**config.mk**
```make
export PLATFORM = sky130hd
export DESIGN_NAME = multi_lifo
export DESIGN_NICKNAME = d
export VERILOG_FILES = /design/src/rtl/multi_lifo_pkg.sv /design/src/rtl/lifo_bank.sv /design/src/rtl/multi_lifo.sv
export SDC_FILE = /design/constraint.sdc
export NUM_CORES = 1
export LEC_CHECK = 0
export CAP_MARGIN = 20
export CORE_UTILIZATION = 61
export CTS_BUF_LIST = sky130_fd_sc_hd__clkbuf_16
export CTS_CLUSTER_DIAMETER = 120
export DETAILED_ROUTE_END_ITERATION = 12
export GPL_TIMING_DRIVEN = 0
export PLACE_DENSITY = 0.79
export SETUP_SLACK_MARGIN = 0.05
export SLEW_MARGIN = 20
export SYNTH_ARGS = -nofsm -noshare
export SYNTH_HDL_FRONTEND = slang
export SYNTH_HIERARCHICAL = 1
export SYNTH_SLANG_ARGS = --single-unit
```
**constraint.sdc**
```tcl
create_clock -name clk -period 3.3 [get_ports clk]
set_input_delay 0.66 -clock clk [delete_from_list [all_inputs] [get_ports clk]]
set_output_delay 0.66 -clock clk [all_outputs]
set_load 0.01 [all_outputs]
```
**src/rtl/multi_lifo_pkg.sv**
```systemverilog
// Shared sizing helpers and default thresholds for the multi-channel LIFO.
package multi_lifo_pkg;

  localparam int unsigned AE_TH_DEFAULT     = 2;
  localparam int unsigned AF_MARGIN_DEFAULT = 2;

  function automatic int unsigned ch_w(input int unsigned num_ch);
    return (num_ch > 1) ? $clog2(num_ch) : 1;
  endfunction

  function automatic int unsigned cnt_w(input int unsigned depth);
    return $clog2(depth + 1);
  endfunction

  // LSB of channel ch's field in a packed per-channel count vector
  function automatic int unsigned cnt_lsb(input int unsigned ch, input int unsigned w);
    return ch * w;
  endfunction

endpackage

```
**src/rtl/lifo_bank.sv**
```systemverilog
// One LIFO channel: storage, stack pointer and occupancy/threshold decode.
module lifo_bank
  import multi_lifo_pkg::*;
#(
  parameter int unsigned DEPTH      = 12,
  parameter int unsigned DATA_WIDTH = 8,
  parameter int unsigned AF_TH      = 10,
  parameter int unsigned AE_TH      = 2,
  localparam int unsigned CNT_W     = cnt_w(DEPTH)
) (
  input  logic                  clk,
  input  logic                  rst,
  input  logic                  push,
  input  logic                  pop,
  input  logic [DATA_WIDTH-1:0] data_wr,
  output logic [DATA_WIDTH-1:0] top_c,
  output logic [CNT_W-1:0]      count,
  output logic                  full_c,
  output logic                  empty_c,
  output logic                  almost_full_c,
  output logic                  almost_empty_c
);

  localparam int unsigned AW = $clog2(DEPTH);

  logic [DATA_WIDTH-1:0] mem [DEPTH];
  logic [CNT_W-1:0]      sp_m1;

  assign sp_m1 = count - CNT_W'(1);

  // Push and pop arrive pre-qualified and mutually exclusive
  always_ff @(posedge clk) begin
    if (!rst) begin
      count <= '0;
    end else if (push) begin
      count <= count + CNT_W'(1);
    end else if (pop) begin
      count <= sp_m1;
    end
  end

  always_ff @(posedge clk) begin
    if (push) begin
      mem[AW'(count)] <= data_wr;
    end
  end

  assign top_c          = mem[AW'(sp_m1)];
  assign full_c         = (count == CNT_W'(DEPTH));
  assign empty_c        = (count == '0);
  assign almost_full_c  = (count >= CNT_W'(AF_TH));
  assign almost_empty_c = (count <= CNT_W'(AE_TH));

endmodule

```
**src/rtl/multi_lifo.sv**
```systemverilog
// NUM_CH independent LIFOs sharing one push and one pop port, with same-channel bypass.
// Optional sticky overflow/underflow flags built when MULTI_LIFO_ERR_FLAG_EN is defined.
module multi_lifo
  import multi_lifo_pkg::*;
#(
  parameter int unsigned NUM_CH     = 4,
  parameter int unsigned DEPTH      = 12,
  parameter int unsigned DATA_WIDTH = 8,
  parameter int unsigned AF_TH      = DEPTH - AF_MARGIN_DEFAULT,
  parameter int unsigned AE_TH      = AE_TH_DEFAULT,
  localparam int unsigned CH_W      = ch_w(NUM_CH),
  localparam int unsigned CNT_W     = cnt_w(DEPTH)
) (
  input  logic                    clk,
  input  logic                    rst,
  input  logic                    wr_en,
  input  logic [CH_W-1:0]         wr_ch,
  input  logic [DATA_WIDTH-1:0]   data_wr,
  input  logic                    rd_en,
  input  logic [CH_W-1:0]         rd_ch,
  output logic [DATA_WIDTH-1:0]   data_rd,
  output logic                    rd_valid,
  output logic [NUM_CH-1:0]       lifo_full,
  output logic [NUM_CH-1:0]       lifo_empty,
  output logic [NUM_CH-1:0]       almost_full,
  output logic [NUM_CH-1:0]       almost_empty,
  output logic [NUM_CH*CNT_W-1:0] count,
  input  logic                    err_clr,
  output logic [NUM_CH-1:0]       overflow,
  output logic [NUM_CH-1:0]       underflow
);

  localparam logic [CH_W:0] NUM_CH_V = (CH_W+1)'(NUM_CH);

  logic                  wr_ok;
  logic                  rd_ok;
  logic                  bypass;
  logic [NUM_CH-1:0]     wr_sel;
  logic [NUM_CH-1:0]     rd_sel;
  logic [NUM_CH-1:0]     push;
  logic [NUM_CH-1:0]     pop;
  logic [DATA_WIDTH-1:0] top_c [NUM_CH];
  logic [DATA_WIDTH-1:0] rd_top_c;

  // Out-of-range channel indices are silently ignored
  assign wr_ok  = wr_en && ({1'b0, wr_ch} < NUM_CH_V);
  assign rd_ok  = rd_en && ({1'b0, rd_ch} < NUM_CH_V);
  assign bypass = wr_ok && rd_ok && (wr_ch == rd_ch);

  for (genvar c = 0; c < NUM_CH; c++) begin : g_ch
    assign wr_sel[c] = wr_ok && !bypass && (wr_ch == CH_W'(c));
    assign rd_sel[c] = rd_ok && !bypass && (rd_ch == CH_W'(c));
    assign push[c]   = wr_sel[c] && !lifo_full[c];
    assign pop[c]    = rd_sel[c] && !lifo_empty[c];

    lifo_bank #(
      .DEPTH      (DEPTH),
      .DATA_WIDTH (DATA_WIDTH),
      .AF_TH      (AF_TH),
      .AE_TH      (AE_TH)
    ) u_bank (
      .clk            (clk),
      .rst            (rst),
      .push           (push[c]),
      .pop            (pop[c]),
      .data_wr        (data_wr),
      .top_c          (top_c[c]),
      .count          (count[cnt_lsb(c, CNT_W) +: CNT_W]),
      .full_c         (lifo_full[c]),
      .empty_c        (lifo_empty[c]),
      .almost_full_c  (almost_full[c]),
      .almost_empty_c (almost_empty[c])
    );
  end

  always_comb begin
    rd_top_c = '0;
    for (int unsigned c = 0; c < NUM_CH; c++) begin
      if (rd_ch == CH_W'(c)) begin
        rd_top_c = top_c[c];
      end
    end
  end

  // data_rd holds across failed pops; rd_valid pulses once per delivered entry
  always_ff @(posedge clk) begin
    if (!rst) begin
      data_rd  <= '0;
      rd_valid <= 1'b0;
    end else if (bypass) begin
      data_rd  <= data_wr;
      rd_valid <= 1'b1;
    end else if (|pop) begin
      data_rd  <= rd_top_c;
      rd_valid <= 1'b1;
    end else begin
      rd_valid <= 1'b0;
    end
  end

`ifdef MULTI_LIFO_ERR_FLAG_EN
  logic [NUM_CH-1:0] ovf_set;
  logic [NUM_CH-1:0] unf_set;

  assign ovf_set = wr_sel & lifo_full;
  assign unf_set = rd_sel & lifo_empty;

  always_ff @(posedge clk) begin
    if (!rst) begin
      overflow  <= '0;
      underflow <= '0;
    end else if (err_clr) begin
      overflow  <= '0;
      underflow <= '0;
    end else begin
      overflow  <= overflow | ovf_set;
      underflow <= underflow | unf_set;
    end
  end
`else
  logic unused_err_clr;

  assign unused_err_clr = err_clr;
  assign overflow       = '0;
  assign underflow      = '0;
`endif

endmodule

```
## Word-level counts from Yosys, hierarchy flattened

Memory sizes are Yosys's and may differ from the RTL's.
Cells that the tools add are included.

- $add $sub $neg: 8
- Magnitude comparators: 8
- Equal/unequal tests: 11
- Mux-type cells: 24
- Reduce and logical (&&, ||, !) cells: 41

Operator list:

| operator | count |
|---|---|
| $mux W8 | 6 |
| $mux W4 | 8 |
| $logic_and A1 B1 Y1 | 20 |
| $add A4 B1 Y4 const B | 4 |
| $eq A4 B4 Y1 const B | 4 |
| $ge A4 B4 Y1 const B | 4 |
| $le A4 B2 Y1 const B | 4 |
| $logic_not A4 Y1 | 4 |
| $sub A4 B1 Y4 const B | 4 |
| $mux W1 | 10 |
| $reduce_bool A2 Y1 | 5 |
| $logic_not A1 Y1 | 9 |
| $eq A2 B2 Y1 const B | 4 |
| $eq A2 B1 Y1 const B | 2 |
| $logic_not A2 Y1 | 2 |
| $reduce_or A4 Y1 | 1 |
| $eq A2 B2 Y1 | 1 |

- Register bits after elaboration: 25
- Bits in writable memories: 384
- Bits of input ports: 17
- Output and inout bits: 49
- Memories: 4

Memories:

| name | words | width | rd ports | clocked after memory_dff | write ports | RTL line | text |
|---|---|---|---|---|---|---|---|
| g_ch[0].u_bank.mem | 12 | 8 | 1 | 0 | 1 | lifo_bank.sv:26 | `logic [DATA_WIDTH-1:0] mem [DEPTH];` |
| g_ch[1].u_bank.mem | 12 | 8 | 1 | 0 | 1 | lifo_bank.sv:26 |  |
| g_ch[2].u_bank.mem | 12 | 8 | 1 | 0 | 1 | lifo_bank.sv:26 |  |
| g_ch[3].u_bank.mem | 12 | 8 | 1 | 0 | 1 | lifo_bank.sv:26 |  |

## Depth between registers and ports, before layout

Gate-level depths: netlist (run 1).

- Word-level depth: 9
- Gate-level depth with buffers: 13

## Hierarchy

The synthesis (run 1) kept the hierarchy.

Modules (own cells, without submodules):

| module | times used | cells each | area each (µm²) | sequential area each (µm²) |
|---|---|---|---|---|
| lifo_bank (g_ch[1].u_bank ...) | 2 | 235 | 4,161.5 | 2,962.8 |
| lifo_bank (g_ch[3].u_bank) | 1 | 235 | 4,164.0 | 2,962.8 |
| lifo_bank (g_ch[0].u_bank) | 1 | 238 | 4,136.5 | 2,962.8 |
| multi_lifo | 1 | 89 | 872.1 | 180.2 |

## Worst setup path after synthesis (run 1)

Ideal clock, no wire load.

- Kind: flip-flop to flip-flop
- Start: register g_ch[1].u_bank.count[0]
- End: register data_rd[5]
- Setup time: 129 ps
- Arrival time: 2,628 ps
- Required time: 3,171 ps
- Path slack: 543 ps
- Cell stages (with the launch flop): 14
- Path buffers: 5
- Cell sequence: dfxtp_1 -> buf_6 -> buf_12 -> inv_1 -> ha_1 -> buf_4 -> buf_2 -> buf_4 -> mux4_2 -> nand2_1 -> o31ai_2 -> mux4_1 -> nand3b_1 -> a31oi_1

RTL lines:

| what | RTL line | text |
|---|---|---|
| from (decl) | lifo_bank.sv:17 | `output logic [CNT_W-1:0] count,` |
| from (signal assigned) | lifo_bank.sv:36 | `count <= count + CNT_W'(1);` |
| from (signal assigned) | lifo_bank.sv:38 | `count <= sp_m1;` |
| to (signal assigned) | multi_lifo.sv:91 | `data_rd <= data_wr;` |
| to (signal assigned) | multi_lifo.sv:94 | `data_rd <= rd_top_c;` |
| to (decl) | multi_lifo.sv:21 | `output logic [DATA_WIDTH-1:0] data_rd,` |

## Worst setup path in the final report (run 1)

- Start: input port wr_ch[1]
- End: memory g_ch[2].u_bank.mem[1][4] (enable)

- Longest elaborated chain between the ends: 8

RTL lines:

| what | RTL line | text |
|---|---|---|
| from (decl) | multi_lifo.sv:17 | `input logic [CH_W-1:0] wr_ch,` |
| $eq A2 B2 Y1 | multi_lifo.sv:48 | `assign bypass = wr_ok && rd_ok && (wr_ch == rd_ch);` |
| $logic_and A1 B1 Y1 | multi_lifo.sv:48 |  |
| $logic_not A1 Y1 | multi_lifo.sv:51 | `assign wr_sel[c] = wr_ok && !bypass && (wr_ch == CH_W'(c));` |
| $logic_and A1 B1 Y1 | multi_lifo.sv:51 |  |
| $logic_and A1 B1 Y1 (*) | multi_lifo.sv:51 |  |
| $logic_and A1 B1 Y1 (*) | multi_lifo.sv:53 | `assign push[c] = wr_sel[c] && !lifo_full[c];` |
| named net push[2] | multi_lifo.sv:40 | `logic [NUM_CH-1:0] push;` |
| $mux W1 (*) | lifo_bank.sv:43 | `if (push) begin` |
| $mux W1 (not written as such) (*) | lifo_bank.sv:44 | `mem[AW'(count)] <= data_wr;` |
| to (decl) | lifo_bank.sv:26 |  |

The timed path passes the listed nets; every way through them passes the cells marked *.

==> results of run 1 <==
state kept, by name, indices dropped and copies added (netlist names):
| name | count |
|---|---|
| g_ch.u_bank/mem | 384 |
| g_ch.u_bank/count | 16 |
| rd_valid | 1 |
| data_rd | 8 |
worst min-delay path by stage:
stage	slack, ns	endpoint	cells after the start	startpoint
global placement	0.54	data_rd[0]	2	data_rd[0]
floorplan	0.51	data_rd[0]	2	data_rd[0]
CTS	0.51	g_ch[2].u_bank/mem[9][5]	1	data_wr[5]
detailed placement	0.55	data_rd[0]	2	data_rd[0]
finish	0.52	g_ch[2].u_bank/mem[9][5]	1	data_wr[5]
global route	0.52	g_ch[2].u_bank/mem[9][5]	1	data_wr[5]
cell usage in the layout (no fill, tap or decap), drive strengths merged, types with 14 or more instances in the layout:
cell type and n:
clkbuf 55, o31ai 33, dfxtp 25, nand2 67, mux4 41, inv 17
mux2 128, xor2 16, edfxtp 384, o22ai 64, buf 64, clkinv 18
ha 16, clkdlybuf4s50 47, o21ai 14, nor2 59
layout make-up:
class | instances | share of cell area
Sequential cell | 409 | 0.591
Tap cell | 378 | 0.0232
Inverter | 14 | 0.00258
Clock buffer | 41 | 0.0504
Timing Repair Buffer | 63 | 0.0344
Buffer | 62 | 0.0252
Multi-Input combinational cell | 554 | 0.257
Clock inverter | 31 | 0.0158
logic make-up (layout without fill, tap and decap cells):
group | after synthesis | count (layout) | synth area share
DFF | 409 | 409 | 0.688
and+or+nand+nor | 190 | 190 | 0.0549
muxes | 169 | 169 | 0.139
AOI/OAI and AO/OA | 147 | 147 | 0.0596
buffers and inverters | 76 | 211 | 0.0309
xor gates and xnor gates | 24 | 24 | 0.0163
adders and majority gates | 16 | 16 | 0.0114
other | 1 | 8 | 0.000214
through the flow:
step	setup slack, ns	hold slack [ns]	cells	power (mW)	instance area (µm²)
2_1_floorplan	0.543	0.509	1039	6.65	17500
6_report	0.107	0.523	1552	11.7	20400
3_3_place_gp	-0.726	0.537	1472	7.07	18500
3_5_place_dp	-0.797	0.547	1480	7.11	18700
4_1_cts	0.0255	0.509	1552	11.8	20200
5_1_grt	-0.0941	0.522	1552	12.0	20400
timing repair:
action | 4_1_cts | 5_1_grt
resized for setup | 44 | 52
setup endpoints to repair | 227 | 301
hold buffers | 0 | 0
pin swaps | 0 | 0
routing by layer:
layer / global-route usage / up-vias / share of wire
met3: 0.0359 / 76 / 0.067
met4: 0.0943 / 0 / 0.031
met2: 0.441 / 381 / 0.48
met5: 0 / - / 0
li1: - / 4299 / -
met1: 0.387 / 4940 / 0.42
power by group through the flow:
stage               sequential [mW]  clock, mW  combinational (mW)
floorplan                      5.85          0               0.794
global placement               5.86          0                1.21
detailed placement             5.85          0                1.25
CTS                            5.74       4.73                1.28
global route                   5.74       4.90                1.39
finish                         5.74       4.65                1.31
worst max-delay path, stage by stage:
cell and delay [ns]:
clkdlybuf4s50_1 0.70, xor2_1 0.25, buf_2 0.27, o31ai_1 0.15
nor4b_1 0.34, clkbuf_1 0.30, nand2_1 0.23, nor2_2 0.45
==> summary.md, run 1 <==
| Metric | Value |
|---|---|
| Die ar. | 29400 µm² |
| WL final | 38500 µm |
| Die W | 171 µm |
| Library cells used by synthesis | 55 |
| Startpoint Class | input port |
| Reg-to-Reg End | data_rd[6] |
| Port bufs | 55 |
| Final Core Density | 0.727 |
| First-pass GRT wire length | 58400 µm |
| Clock power frac | 0.397 |
| Std cell rows | 61 |
| Setup Buffers After CTS | 0 |
| Headroom to the max-slew limit | 0.371 |
| CTS clock-pin slew for the worst setup and hold paths | 0.06 ns |
| Crit-path max FO | 10 |
| Leak Pwr | 6.70 nW |
| Worst-case reg-to-reg path depth | 12 |
| Sequential Area | 12000 µm² |
| Largest net degree at the start of global routing | 40 |
| Worst R2R Setup Slack | 0.13 ns |
| CTS tree | yes |
| Num CTS Buffers | 40 |
| Initial antenna violation count | 0 |
| Drt pass-1 iters | 5 |
| Wire per inst | 24.8 µm |
| DIE HEIGHT | 171 µm |
| Post-DRT Antenna Nets | 0 |
| Largest area contributor in the synthesized netlist | edfxtp_1 |
| GR Overflow Total | 0 |
| CP Launch Point | wr_ch[1] |
| Setup-failing EPs final | 0 |
| Synth Area per Inst | 17.0 µm² |
| Layout Nets | 1177 |
| # DRC | 0 |
| Tcrit/Tclk final | 0.968 |
| Clock latency on the worst-skew pair | 0.53 ns |
| # IOs | 66 |
| RSZ-0062 raised after global routing | true |
| Area of the multi-input gates | 5240 µm² |
| Number of global-route vias before repair | 9524 |
| Most common cell in the netlist | edfxtp_1 |
| Mapped Area | 17500 µm² |
| Crit. End Element | flop |
| Comb power frac | 0.112 |
| RR Startpoint | g_ch[1].u_bank/count[0] |
| Vias post-DR | 9696 |
| Clock Sinks | 409 |
| Yosys warns | 6 |
| EDFF count, synth | 384 |
| Slew Limit Fails | 0 |
| CTS max path bufs | 3 |
| Yosys top cell area share | 0.659 |
| Data arrival, critical path | 3.36 ns |
| Top FF cell, synth | edfxtp_1 |
| Fin Setup TNS | 0 ns |
| Sequential share of power | 0.491 |
| Gpl congestion | 0.860 |
| Hpwl dp | 25600 µm |
| Minimum clock period | 3.19 ns |
| Core Box Area | 28000 µm² |
| Max-cap viol count | 0 |
| Status | finished, final reports clean |
| Starting Density | 0.625 |
| Share of layout cells above drive strength 1 | 0.325 |
| Antenna cells | 0 |
| H-tree lvl count | 2 |
| Gr usage total | 0.273 |
| Fill count | 1689 |
| Switching Share | 0.225 |
| HP Class | input port to flop |
| P_int | 9.08 mW |
| CP endpoint | g_ch[2].u_bank/mem[1][4] |
| Critical Path RT | 3.46 ns |
| Register area share after synthesis | 0.688 |
| Synth cell count leaders | 384 x edfxtp_1, 128 x mux2_2, 64 x o22ai_1, 59 x nand2_1, 59 x nor2_1 |
| Largest cells by area after synthesis | edfxtp_1 66%, mux2_2 8.2%, mux4_2 3.0% |
| Layout overhead on the synthesized area | 16.4% |
| Cells after synthesis | 1032 |
| CTS Root Cell | clkbuf_16 |
| F_max | 0.313 GHz |
| P_sw | 2.63 mW |
| CP Class | input port to flop |
| Skew final | 0.0104 ns |
| Synth async-reset ratio | 0 |
| #FFs+latches synth | 409 |
| Power per Cell Area | 575 nW/µm² |
| Tightest Pin Transition | 0.940 ns |
| Final Hold Viols | 0 |
| Iteration-0 DRC Markers | 1130 |
| Max IR drop VDD | 0.000552 V |
| Vias/cell | 6.25 |
No activity file was read; power rests on OpenSTA's default activity.
==> inputs of run 2 (changes only) <==
--- a/config.mk
+++ b/config.mk
@@ -6,6 +6,7 @@
 export NUM_CORES = 1
 export LEC_CHECK = 0
 export CAP_MARGIN = 20
+export CORE_MARGIN = 8
 export CORE_UTILIZATION = 61
 export CTS_BUF_LIST = sky130_fd_sc_hd__clkbuf_16
 export CTS_CLUSTER_DIAMETER = 120
==> summary.md, run 2 (synthesis results as in run 1) <==
| Metric | Value |
|---|---|
| WL final | 38300 µm (-0.59%) |
| HP Class | input port to flop |
| Fin Setup TNS | 0 ns (unchanged) |
| Std cell rows | 62 (+1.6%) |
| Num CTS Buffers | 40 (unchanged) |
| RR Startpoint | g_ch[0].u_bank/count[0] |
| Critical Path RT | 3.45 ns (about the same) |
| GRT Max-Usage Layer | met2 |
| Tightest Pin Transition | 0.974 ns (+0.0339 ns) |
| Grt met3 use | 0.0351 (-0.000783) |
| HP Start | data_wr[6] |
| DIE HEIGHT | 185 µm (+8.2%) |
| Power per Cell Area | 561 nW/µm² (-2.4%) |
| Largest net degree at the start of global routing | 42 (+5.0%) |
| Clock latency on the worst-skew pair | 0.52 ns (about the same) |
| Starting Density | 0.615 (-0.0101) |
| Share of layout cells above drive strength 1 | 0.316 (-0.00820) |
| Hold path depth | 1 (unchanged) |
| Die W | 185 µm (+8.2%) |
| First-pass GRT wire length | 57500 µm (-1.7%) |
| P_int | 8.74 mW (-3.7%) |
| Sequential share of power | 0.506 (+0.015) |
| Final instance area | 20200 µm² (-0.59%) |
| Final WS setup | 0.113 ns (+0.00596 ns) |
| Setup-failing EPs final | 0 (unchanged) |
| Wire per inst | 24.6 µm (-1.1%) |
| Core Box Area | 28500 µm² (+1.6%) |
| CTS max path bufs | 3 (unchanged) |
| CP Class | input port to flop |
| Clock power frac | 0.380 (-0.017) |
| CTS Root Cell | clkbuf_16 |
| Worst hold slack | 0.492 ns (-0.0307 ns) |
| Biggest regs | g_ch.u_bank/mem: 384 flops, g_ch.u_bank/count: 16 flops, data_rd: 8 flops |
| Hold Path Sink | g_ch[3].u_bank/mem[1][6] |
| Post-place instance area | 18700 µm² (unchanged) |
| Sequential Area | 12000 µm² (unchanged) |
| Crit-path slowest cell | clkdlybuf4s50_1 |
| Minimum clock period | 3.19 ns (-0.00596 ns) |
| Layout overhead on the synthesized area | 15.7% |
| GRT met1 Usage | 0.302 (-0.0850) |
| Startpoint Class | input port |
| Placed Cells incl. Taps | 1486 (+0.41%) |
| Layout Nets | 1177 (unchanged) |
| DP Worst Slack | -0.684 ns (+0.114 ns) |
| Tcrit/Tclk final | 0.966 (-0.00181) |
| Status | finished, final reports clean |
| Reg-to-Reg End | data_rd[5] |
| Top cell by count, worst path | buf_2 |
| Delay of the slowest cell on the worst path | 0.67 ns (-0.03 ns) |
| Port bufs | 55 (unchanged) |
| RSZ-0062 raised after global routing | true |
| Headroom to the max-slew limit | 0.349 (-0.0227) |
| F_max | 0.314 GHz (+0.19%) |
| Switching Share | 0.230 (+0.00563) |
| Hpwl dp | 25700 µm (+0.26%) |
| Met2 GRT Util | 0.361 (-0.0799) |
| Max-cap viol count | 0 (unchanged) |
| Vias/cell | 6.28 (+0.56%) |
| Data arrival, critical path | 3.33 ns (-0.03 ns) |
| Crit path cell chain | clkdlybuf4s50_1 -> xor2_1 -> buf_2 -> o31ai_1 -> nor4_1 -> buf_2 -> nand2_1 -> nor2_1 |
| Final Hold Viols | 0 (unchanged) |
| CTS tree | yes |
| Max IR drop VDD | 0.000332 V (-40%) |
| # IOs | 66 (unchanged) |
| Setup Buffers After CTS | 0 (unchanged) |
| Antenna cells | 0 (unchanged) |
| Die ar. | 34400 µm² (+17%) |
| Clock Sinks | 409 (unchanged) |
| GR Overflow Total | 0 (unchanged) |
| Largest delay share family, worst path | buffers and inverters |
| Slew Limit Fails | 0 (unchanged) |
| Post-DRT Antenna Nets | 0 (unchanged) |
| Area of the multi-input gates | 5220 µm² (-0.45%) |
| Crit-path max FO | 10 (unchanged) |
| H-tree lvl count | 2 (unchanged) |
| Skew final | 0.0109 ns (+0.000577 ns) |
| Vias post-DR | 9801 (+1.1%) |
| Initial antenna violation count | 1 (+1) |
| Post-cts hold buffer count | 0 (unchanged) |
| CTS clock-pin slew for the worst setup and hold paths | 0.06 ns (about the same) |
| Gr usage total | 0.223 (-0.0497) |
| # DRC | 0 (unchanged) |
| Fill count | 1790 (+6.0%) |
| Number of global-route vias before repair | 9610 (+0.90%) |
| Iteration-0 DRC Markers | 1037 (-8.2%) |
| Crit. End Element | flop |
| Max reg flops | 384 (unchanged) |
| Most frequent cells in the layout | 384 x edfxtp_1, 128 x mux2_2, 62 x o22ai_1 |
| Most flops, register | g_ch.u_bank/mem |
| Gpl congestion | 0.899 (+4.5%) |
| Most common cell after layout, fill and taps aside | edfxtp_1 |
| Worst-case reg-to-reg path depth | 13 (+1) |
| Leak Pwr | 6.67 nW (-0.48%) |
| CP Buf/Inv Count | 3 (unchanged) |
| Comb power frac | 0.115 (+0.003) |
| Drt pass-1 iters | 7 (+2) |
| P_sw | 2.61 mW (-0.59%) |
| Worst R2R Setup Slack | 0.15 ns (+0.02 ns) |
| Final std cells w/o fill | 1560 (+0.52%) |
## run 2: cell types whose count changed in the layout (fill, tap and decap cells not counted), sizes merged
cell	delta
buf	+1
clkinv	+4
clkinvlp	-2
bufinv	-5
inv	+4
## run 2: through the flow
step / utilization / total power, mW
6_report: 0.711 / 11.4
5_1_grt: 0.711 / 11.7
4_1_cts: 0.703 / 11.4
3_5_place_dp: 0.657 / 7.10
3_3_place_gp: 0.652 / 7.06
2_1_floorplan: - / 6.65
## run 2: metal layers
layer | vias up | wire length [µm]
met4 | 2 | 1530
met3 | 94 | 3170
met1 | 4916 | 15200
li1 | 4303 | -
met2 | 486 | 18400
met5 | - | 13
## run 2: repair_timing
| action | in CTS | in global routing |
|---|---|---|
| gates resized for setup | 27 | 65 |
| pin swaps | 0 | 0 |
| setup endpoints to repair | 222 | 356 |
## run 2: worst register-to-register path, delay by kind of cell, from the launching register on
kind / cells / cell delay [ns]
buffers and inverters: 6 / 1.00
AND/OR/NAND/NOR: 2 / 0.20
multiplexers: 2 / 0.89
AO/OA/AOI/OAI: 2 / 0.22
flip-flops: 1 / 0.39
adder cells (fa/ha/maj): 1 / 0.33
## run 2: worst max-delay path by stage
stage	startpoint	to	slack (ns)	cells past startpoint
6_report	wr_ch[1]	g_ch[0].u_bank/mem[9][1]	0.11	8
5_1_grt	wr_ch[1]	g_ch[0].u_bank/mem[9][1]	-0.02	8
4_1_cts	wr_ch[0]	g_ch[3].u_bank/mem[10][2]	-0.11	8
3_5_place_dp	wr_ch[0]	g_ch[3].u_bank/mem[11][1]	-0.68	8
3_3_place_gp	wr_ch[0]	g_ch[3].u_bank/mem[11][7]	-0.59	8
2_1_floorplan	g_ch[1].u_bank/count[0]	data_rd[5]	0.54	13
## run 2: area by class of cell
cell class / instances / share of cell area
flip-flops and latches: 409 / 0.595
multi-input cells: 554 / 0.258
clock buffers: 42 / 0.0519
repair buffers: 63 / 0.0342
plain buffers: 62 / 0.0251
well taps: 384 / 0.0237
clock inverters: 32 / 0.0101
inverters: 14 / 0.00260
## run 2: power by group through the flow
stage / Clock, mW / Sequential [mW] / Combinational, mW
2_1_floorplan: 0 / 5.85 / 0.794
3_3_place_gp: 0 / 5.86 / 1.20
3_5_place_dp: 0 / 5.85 / 1.25
4_1_cts: 4.38 / 5.74 / 1.27
5_1_grt: 4.57 / 5.74 / 1.38
6_report: 4.31 / 5.74 / 1.30
==> inputs of run 3 (changes only) <==
--- a/config.mk
+++ b/config.mk
@@ -13,7 +13,6 @@
 export DETAILED_ROUTE_END_ITERATION = 12
 export GPL_TIMING_DRIVEN = 0
 export PLACE_DENSITY = 0.79
-export SETUP_SLACK_MARGIN = 0.05
 export SLEW_MARGIN = 20
 export SYNTH_ARGS = -nofsm -noshare
 export SYNTH_HDL_FRONTEND = slang
==> summary.md, run 3 (synthesis results as in run 1) <==
| Metric | Value |
|---|---|
| Post-cts hold buffer count | 0 (unchanged) |
| Startpoint Class | flop |
| CP Class | flop to output pin |
| Clock latency on the worst-skew pair | 0.52 ns (about the same) |
| Die ar. | 34400 µm² (unchanged) |
| Data arrival, critical path | 2.57 ns (-0.76 ns) |
| Starting Density | 0.615 (unchanged) |
| Post-DRT Antenna Nets | 0 (unchanged) |
| Tcrit/Tclk final | 0.978 (+0.0118) |
| Largest net degree at the start of global routing | 42 (unchanged) |
| Most flops, register | g_ch.u_bank/mem |
| Wire per inst | 24.5 µm (-0.41%) |
| Total power | 11.3 mW (about the same) |
| H-tree lvl count | 2 (unchanged) |
| DIE HEIGHT | 185 µm (unchanged) |
| Max-cap viol count | 0 (unchanged) |
| Headroom to the max-slew limit | 0.346 (-0.00283) |
| CTS tree | yes |
| Number of global-route vias before repair | 9612 (+0.021%) |
| # DRC | 0 (unchanged) |
| F_max | 0.310 GHz (-1.2%) |
| Share of layout cells above drive strength 1 | 0.314 (-0.00255) |
| Max reg flops | 384 (unchanged) |
| Setup-failing EPs final | 0 (unchanged) |
| Vias post-DR | 9752 (-0.50%) |
| Sequential share of power | 0.506 (about the same) |
| Crit-path max FO | 10 (unchanged) |
| Antenna cells | 0 (unchanged) |
| HP Class | input port to flop |
| Initial antenna violation count | 1 (unchanged) |
| Std cell rows | 62 (unchanged) |
| Final Hold Viols | 0 (unchanged) |
| Minimum clock period | 3.23 ns (+0.0391 ns) |
| Power per Cell Area | 562 nW/µm² (+0.19%) |
| Skew final | 0.0107 ns (-0.000253 ns) |
| Gr usage total | 0.223 (-0.000258) |
| CTS max path bufs | 3 (unchanged) |
| Most common cell after layout, fill and taps aside | edfxtp_1 |
| Crit-path slowest cell | clkdlybuf4s50_1 |
| Max IR drop VDD | 0.000332 V (-0.17%) |
| Drt pass-1 iters | 5 (-2) |
| Layout Nets | 1177 (unchanged) |
| Gpl congestion | 0.899 (unchanged) |
| Leak Pwr | 6.66 nW (-0.11%) |
| Hpwl dp | 25700 µm (unchanged) |
| Crit path cell chain | buf_6 -> buf_12 -> inv_1 -> ha_2 -> and3_1 -> clkdlybuf4s50_1 |
| CP Buf/Inv Count | 4 (+1) |
| WL final | 38200 µm (-0.41%) |
| Largest delay share family, worst path | buffers and inverters |
| Status | finished, final reports clean |
| P_int | 8.74 mW (about the same) |
| GR Overflow Total | 0 (unchanged) |
| # IOs | 66 (unchanged) |
| CTS clock-pin slew for the worst setup and hold paths | 0.06 ns (about the same) |
| Clock Sinks | 409 (unchanged) |
| Slew Limit Fails | 0 (unchanged) |
| Vias/cell | 6.25 (-0.50%) |
| Layout overhead on the synthesized area | 15.4% |
| Die W | 185 µm (unchanged) |
| Most frequent cells in the layout | 384 x edfxtp_1, 128 x mux2_2, 63 x o22ai_1 |
| Critical Path RT | 2.64 ns (-0.81 ns) |
| First-pass GRT wire length | 57400 µm (-0.13%) |
| Delay of the slowest cell on the worst path | 0.59 ns (-0.08 ns) |
| Biggest regs | g_ch.u_bank/mem: 384 flops, g_ch.u_bank/count: 16 flops, data_rd: 8 flops |
| CTS Root Cell | clkbuf_16 |
| Port bufs | 55 (unchanged) |
| Clock power frac | 0.380 (about the same) |
| Crit. End Element | output pin |
| Worst hold slack | 0.486 ns (-0.00678 ns) |
| P_sw | 2.61 mW (about the same) |
| Comb power frac | 0.114 (about the same) |
| Tightest Pin Transition | 0.978 ns (+0.00423 ns) |
| Core Box Area | 28500 µm² (unchanged) |
| Switching Share | 0.230 (about the same) |
| Iteration-0 DRC Markers | 951 (-8.3%) |
| Num CTS Buffers | 40 (unchanged) |
[run 3: changes by cell type in the layout (fill, tap and decap cells not counted), sizes merged]
cell / change
buf: -1
clkbuf: +1
[run 3: metrics by stage]
stage	cell area (µm²)	utilization	cells	setup TNS, ns	worst slack (ns)
final	20200	0.709	1560	0	0.0740
after global routing	20200	0.709	1560	-0.00487	-0.00487
after CTS	20000	0.702	1560	-5.56	-0.113
after detailed placement	18700	0.657	1486	-190.99	-0.684
after global placement	18600	0.652	1478	-165.24	-0.590
after floorplan	17500	-	1039	0	0.543
[run 3: what timing repair did]
action,in CTS,in global routing
buffers inserted,0,0
gates resized for setup,17,63
setup endpoints to repair,148,343
[run 3: path summary, 6_finish.rpt]
| check | startpoint | to | slack [ns] | cells after the start |
|---|---|---|---|---|
| setup / recovery | g_ch[3].u_bank/count[0] | lifo_full[3] | 0.07 | 6 |
| hold / removal | data_wr[6] | g_ch[3].u_bank/mem[1][6] | 0.49 | 1 |
| setup reg to reg | g_ch[1].u_bank/count[0] | data_rd[7] | 0.10 | 12 |
| hold reg to reg | data_rd[2] | data_rd[2] | 0.55 | 2 |
[run 3: area by class of cell]
class,count,area [µm²]
clock inverter,32,205
timing repair buffer,63,693
clock buffer,42,1050
multi-input combinational,554,5170
inverter,14,52.6
fill,1793,8280
tap,384,480
buffer,62,505
sequential,409,12000
[run 3: per-layer routing]
| metal | global-route usage | up-vias | routed length [µm] |
|---|---|---|---|
| met3 | 0.0353 | 93 | 3080 |
| met4 | 0.0887 | 2 | 1460 |
| met5 | 0 | - | 13 |
| li1 | - | 4303 | - |
| met1 | 0.302 | 4898 | 15300 |
| met2 | 0.360 | 456 | 18400 |
[run 3: power by group through the flow]
stage	logic (mW)	registers, mW	clock network, mW
after floorplan	0.794	5.85	0
after global routing	1.37	5.74	4.57
after global placement	1.20	5.86	0
after CTS	1.26	5.74	4.38
after detailed placement	1.25	5.85	0
final	1.29	5.74	4.31
